## src/rtl/split_bus_arbiter_pkg.sv

```systemverilog
// Shared types and helpers for the split-capable bus arbiter.
package bus_arb_pkg;

  // Arbiter has two states: nobody owns the bus, or exactly one master does.
  typedef enum logic {
    ST_IDLE = 1'b0,
    ST_OWN  = 1'b1
  } arb_state_e;

  // Arbitration policies selected by the ARB_MODE parameter.
  localparam int FIXED = 0;
  localparam int RR    = 1;

  // Width of the OWNER index: max(1, clog2(n)).
  function automatic int owner_w(input int n);
    return (n > 2) ? $clog2(n) : 1;
  endfunction

endpackage

```

## src/rtl/split_bus_arbiter_rr_pick.sv

```systemverilog
// Rotating-priority picker: returns the one-hot index of the first set
// request at or after 'start', wrapping from N-1 back to 0. A fixed-priority
// picker is the same circuit with start tied to zero.
module rr_pick #(
  parameter int N = 4,
  parameter int W = 2
) (
  input  logic [N-1:0] req,
  input  logic [W-1:0] start,
  output logic [N-1:0] grant
);

  logic [N-1:0] cand;

  // Walk from the farthest offset down to start so the nearest request wins.
  always_comb begin
    // NOTE: every variable written here gets a default first, so no path
    // leaves it unassigned and no latch is inferred.
    grant = '0;
    cand  = '0;
    for (int k = N - 1; k >= 0; k--) begin
      cand = N'(1) << ((int'(start) + k) % N);
      if (|(req & cand)) grant = cand;
    end
  end

endmodule

```

## src/rtl/split_bus_arbiter.sv

```systemverilog
// Bus arbiter with split-transaction parking and optional lock.
// One master owns the bus at a time; a split parks the owner in SPLIT_MASK
// until the slave signals SPLIT_RESUME for it. A locked owner keeps the bus
// across back-to-back transfers without a turnaround cycle.
// Optional feature: define ARB_TIMEOUT_EN to release an unlocked owner after
// TIMEOUT cycles without XFER_DONE. Without it, tenure is unbounded.
module split_bus_arbiter #(
  parameter int N_MASTERS = 4,
  parameter int ARB_MODE  = 0,
  parameter int TIMEOUT   = 16
) (
  input  logic                                       CLK,
  input  logic                                       RST,
  input  logic [N_MASTERS-1:0]                       REQ,
  input  logic [N_MASTERS-1:0]                       LOCK,
  input  logic                                       XFER_DONE,
  input  logic                                       SPLIT,
  input  logic [N_MASTERS-1:0]                       SPLIT_RESUME,
  output logic [N_MASTERS-1:0]                       GRANT,
  output logic [bus_arb_pkg::owner_w(N_MASTERS)-1:0] OWNER,
  output logic                                       BUSY,
  output logic [N_MASTERS-1:0]                       SPLIT_MASK
);

  import bus_arb_pkg::*;

  localparam int OW = owner_w(N_MASTERS);

  arb_state_e           state;
  logic [N_MASTERS-1:0] grant_q;
  logic [N_MASTERS-1:0] mask_q;
  logic [OW-1:0]        owner_q;
  logic [OW-1:0]        rr_ptr;

  logic [N_MASTERS-1:0] eligible;
  logic [N_MASTERS-1:0] pick;
  logic [N_MASTERS-1:0] mask_set;
  logic [OW-1:0]        pick_idx;
  logic [OW-1:0]        ptr_next;
  logic [OW-1:0]        start;
  logic                 owner_lock;
  logic                 owner_req;
  logic                 timed_out;
  logic                 release_bus;

  // Parked masters are invisible to arbitration, even when locked.
  assign eligible = REQ & ~mask_q;
  assign start    = (ARB_MODE == RR) ? rr_ptr : '0;

  rr_pick #(
    .N (N_MASTERS),
    .W (OW)
  ) u_pick (
    .req   (eligible),
    .start (start),
    .grant (pick)
  );

  // Encode the one-hot winner into an index for OWNER and the pointer.
  always_comb begin
    pick_idx = '0;
    for (int k = 0; k < N_MASTERS; k++) begin
      if (pick[k]) pick_idx = OW'(k);
    end
  end

  assign ptr_next = (pick_idx == OW'(N_MASTERS - 1)) ? '0 : pick_idx + 1'b1;

  // The one-hot grant doubles as a selector for the owner's LOCK/REQ bits.
  assign owner_lock = |(LOCK & grant_q);
  assign owner_req  = |(REQ & grant_q);

  // A split only parks someone while the bus is actually owned.
  assign mask_set = (state == ST_OWN && SPLIT) ? grant_q : '0;

  // Split beats done; a locked, still-requesting owner survives done.
  assign release_bus = SPLIT
                    || (XFER_DONE && !(owner_lock && owner_req))
                    || timed_out;

`ifdef ARB_TIMEOUT_EN
  localparam int TW = $clog2(TIMEOUT + 1);
  logic [TW-1:0] tenure;

  assign timed_out = !owner_lock && (tenure == TW'(TIMEOUT - 1));

  // Count consecutive unlocked owned cycles without a completed transfer.
  always_ff @(posedge CLK) begin
    if (RST) begin
      tenure <= '0;
    end else if (state != ST_OWN || XFER_DONE || SPLIT || owner_lock || timed_out) begin
      tenure <= '0;
    end else begin
      tenure <= tenure + 1'b1;
    end
  end
`else
  assign timed_out = 1'b0;
`endif

  // Ownership FSM, grant/owner registers, split parking and RR pointer.
  always_ff @(posedge CLK) begin
    // NOTE: registered state uses non-blocking assignments so every flop
    // samples pre-edge values regardless of statement order.
    if (RST) begin
      state   <= ST_IDLE;
      grant_q <= '0;
      owner_q <= '0;
      rr_ptr  <= '0;
      mask_q  <= '0;
    end else begin
      // Setting a bit wins over a resume for that bit in the same cycle.
      mask_q <= (mask_q & ~SPLIT_RESUME) | mask_set;
      case (state)
        ST_IDLE: begin
          if (|eligible) begin
            state   <= ST_OWN;
            grant_q <= pick;
            owner_q <= pick_idx;
            if (ARB_MODE == RR) rr_ptr <= ptr_next;
          end
        end
        ST_OWN: begin
          if (release_bus) begin
            state   <= ST_IDLE;
            grant_q <= '0;
            owner_q <= '0;
          end
        end
        default: state <= ST_IDLE;
      endcase
    end
  end

  assign GRANT      = grant_q;
  assign OWNER      = owner_q;
  assign BUSY       = |grant_q;
  assign SPLIT_MASK = mask_q;

endmodule

```

## config.mk

```make
export PLATFORM = sky130hd
export DESIGN_NAME = split_bus_arbiter
export DESIGN_NICKNAME = d
export VERILOG_FILES = /design/src/rtl/split_bus_arbiter_pkg.sv /design/src/rtl/split_bus_arbiter_rr_pick.sv /design/src/rtl/split_bus_arbiter.sv
export SDC_FILE = /design/constraint.sdc
export NUM_CORES = 1
export LEC_CHECK = 0
export ABC_AREA = 1
export CAP_MARGIN = 5
export CORE_MARGIN = 2
export CORE_UTILIZATION = 30
export CTS_BUF_LIST = sky130_fd_sc_hd__clkbuf_8
export CTS_CLUSTER_DIAMETER = 200
export DETAILED_ROUTE_END_ITERATION = 10
export DONT_BUFFER_PORTS = 1
export MAX_ROUTING_LAYER = met4
export PLACE_DENSITY = 0.51
export SYNTH_ARGS = -nofsm -noshare
export SYNTH_HDL_FRONTEND = slang
export SYNTH_SLANG_ARGS = --single-unit
```

## constraint.sdc

```tcl
create_clock -name CLK -period 1.9 [get_ports CLK]
set_clock_uncertainty 0.2 [all_clocks]
set_input_delay 0.38 -clock CLK [delete_from_list [all_inputs] [get_ports CLK]]
set_output_delay 0.38 -clock CLK [all_outputs]
set_load 0.05 [all_outputs]
```

==> flow_metrics.py <==
metrics = {
    "power": {
        "cellPowerDensity_mw_per_mm2": 769,
        "p_int_mw": 0.410,
        "clkPwrFrac_pct": 40.1,
        "pwr-share-seq_pct": 44.9,
        "p_sw_share_pct": 28.5,
        "combPwrFrac_pct": 15.0,
        "p_switching_mw": 0.163,
        "vdd_drop_max_mv": 0.366,
        "leakagePower_nw": 0.323,
    },
    "clocking": {
        "clkLatencyLatePin_ps": 240,
        "cts.sinks": 11,
        "root_buffer": "clkbuf_8",
        "cts_max_level": 1,
        "post_cts_resized": 0,
        "cts_tree": "yes",
        "clkTransAtPathRegs_ps": 50,
        "cts_buffer_depth": 2,
        "cts_buffers": 3,
    },
    "logic_synthesis": {
        "syn_inst": 86,
        "synth-seq-cells": 11,
        "ys_warn_count": 0,
        "seq_area_frac_synth_pct": 36.8,
        "yosysMostFrequentCell": "nand2_1",
        "ys_types": 20,
        "yosys-top-cells-area": "dfxtp_1 (37%), nand2_1 (18%), a21oi_2 (8.8%), inv_1 (7.5%), a21oi_1 (4.2%)",
        "syn-mean-instance-area_um2": 6.95,
        "synthTopCellsByCount": "nand2_1 (29), inv_1 (12), dfxtp_1 (11)",
        "yosys_most_used_dff": "dfxtp_1",
        "synth-edff-count": 0,
        "synthArstFlopShare_pct": 0,
        "yosys.area.top_type": "dfxtp_1",
        "synth_top_area_share_pct": 36.8,
        "syn_nets": 102,
        "syn_area_um2": 598,
    },
    "timing": {
        "tightest_slew_ps": 507,
        "hold_viol_final": 0,
        "setup_ws_ps": 53.7,
        "fin_crit_sh_pct": 97.2,
        "setup_tns_ps": 0,
        "rsz0062_at_grt": "no",
        "fin_crit_ps": 1850,
        "fmax_mhz": 542,
        "maxSlewHeadroom_pct": 66.2,
        "final-max-slew-violation-count": 0,
        "finalSetupViolCount": 0,
    },
    "floorplanning": {
        "coreArea_mm2": 0.00192,
        "start_util_pct": 31.1,
        "io_pins": 27,
        "std_cell_rows": 16,
        "die_width_um": 48.7,
        "die-area_mm2": 0.00237,
        "die_h_um": 48.7,
    },
    "critical_path": {
        "cp_num_buf_inv": 0,
        "r2r_cells": 10,
        "reg2reg_to": "OWNER[0]",
        "crit_slowest_cell": "or4_4",
        "crit_path_start_kind": "register",
        "r2r_start": "GRANT[3]",
        "reg2reg_setup_slack_ps": 460,
        "crit_type": "register to output port",
        "cp-end-kind": "output port",
        "critPathMaxStageDelay_ps": 670,
        "path_delay_family": "simple AND/OR/NAND/NOR gates",
        "worstPathArrival_ps": 1270,
        "cp_cell_sequence": "or4_4",
        "required_ps": 1320,
        "critPathMaxFanout": 6,
    },
    "placement": {
        "gp_congestion": 0.771,
        "dp_cells": 120,
        "place_ws_ps": 319,
        "hpwl_um": 1120,
        "io_buffers": 0,
    },
    "route": {
        "drt_iter0_drc": 4,
        "avgRoutedWirePerCell_um": 11.9,
        "vias": 553,
        "detail_route.vias_per_cell": 4.39,
        "dr.pass1.iters": 4,
        "drt-total-wl_um": 1500,
        "ant_nets": 0,
        "drt_drc_violations_left": 0,
    },
    "final_layout": {
        "drive_above_1_share_pct": 28.3,
        "n_antenna_cell": 0,
        "nets": 116,
        "syn2layout_area_growth_pct": 24.7,
        "instances_no_fill": 126,
    },
    "global_routing": {
        "grt_usage_pct": 14.3,
        "antenna_found_initial": 0,
        "grt_start_max_net_pins": 8,
        "first_global_vias": 548,
        "grt_pass1_wl_um": 2460,
        "grt_overflow": 0,
    },
    "run_status": {
        "status": "complete, no violations",
    },
    "min_path": {
        "worstHoldEndpoint": "SPLIT_MASK[3]",
        "min-delay-start": "RST",
        "hold_path.class": "primary input to register",
        "min_path_cells": 1,
    },
    "flow_run": {
        "drv_cap": 0,
    },
}
sequential cells by signal, indices dropped and copies added (netlist names):
signal,flops
OWNER,2
state,1
SPLIT_MASK,4
GRANT,4
power by group through the flow:
stage | clock (mW) | combinational (mW) | sequential, mW
floorplan | 0 | 0.0557 | 0.274
global placement | 0 | 0.0785 | 0.262
detailed placement | 0 | 0.0787 | 0.262
CTS | 0.240 | 0.0863 | 0.257
global route | 0.250 | 0.0929 | 0.259
finish | 0.230 | 0.0860 | 0.258
per-layer routing:
layer	global-route usage, %	routed length (µm)
met4	9.52	20
met3	6.17	144
met1	17.3	684
met5	-	0
met2	18.9	645
through the flow:
step | hold WS (ps) | utilization, % | instance area [µm²] | power, mW
2_1_floorplan | 242 | - | 601 | 0.330
3_5_place_dp | 245 | 35.4 | 681 | 0.341
3_3_place_gp | 244 | 35.4 | 681 | 0.341
4_1_cts | 3.09 | 38.8 | 746 | 0.583
6_report | 11.8 | 38.8 | 746 | 0.573
5_1_grt | 2.57 | 38.8 | 746 | 0.601
what timing repair did:
item / CTS / global route
buffers inserted: 0 / 0
hold endpoints to repair: 7 / 0
hold buffers: 2 / 0
how the worst max path moves through the flow:
stage	start	end	slack, ps	cells after the start
finish	GRANT[3]	BUSY	50	1
global route	GRANT[3]	BUSY	20	1
CTS	GRANT[3]	BUSY	50	1
detailed placement	GRANT[3]	BUSY	320	1
global placement	GRANT[3]	BUSY	330	1
floorplan	GRANT[3]	BUSY	120	1
cell families (layout without fill, tap and decap cells):
| group | after synthesis | in the layout | synth area share [%] |
|---|---|---|---|
| compound gates | 13 | 13 | 15.3 |
| buf+inv | 14 | 27 | 10.5 |
| flops | 11 | 11 | 36.8 |
| simple gates | 48 | 48 | 37.4 |
cells in the final DEF (no fill, tap or decap):
cell type       n
or2_1           1
o21ai_2         1
nor2_1          2
clkbuf_8        3
o21ai_0         1
buf_4           8
or2_2           2
dfxtp_1        11
or4_4           1
dlygate4sd3_1   2
nand3_1         4
nor2_2          2
and2_1          1
inv_2           1
nand2_4         1
a21oi_1         5
a21oi_2         6
nor3_1          1
nand2_2         3
inv_1          13
nand2_1        29
nand4_1         1
layout make-up:
cell class	instances	area (µm²)
Clock buffer	3	41.3
Multi-Input combinational cell	61	318
Tap cell	27	33.8
Inverter	13	48.8
Sequential cell	11	220
Fill cell	236	1180
Timing Repair Buffer	10	80.1
Clock inverter	1	3.75
worst register-to-register path, cell delays in order (launching register included):
cell and delay, ps:
dfxtp_1 420, nand2_1 100, nand2_1 70, inv_1 30, nand2_1 60, nand2_1 60, nand2_2 70, nand2_2 70
nand2_4 100, nand2_1 70, a21oi_2 130
(Power assumes the default switching activity.)
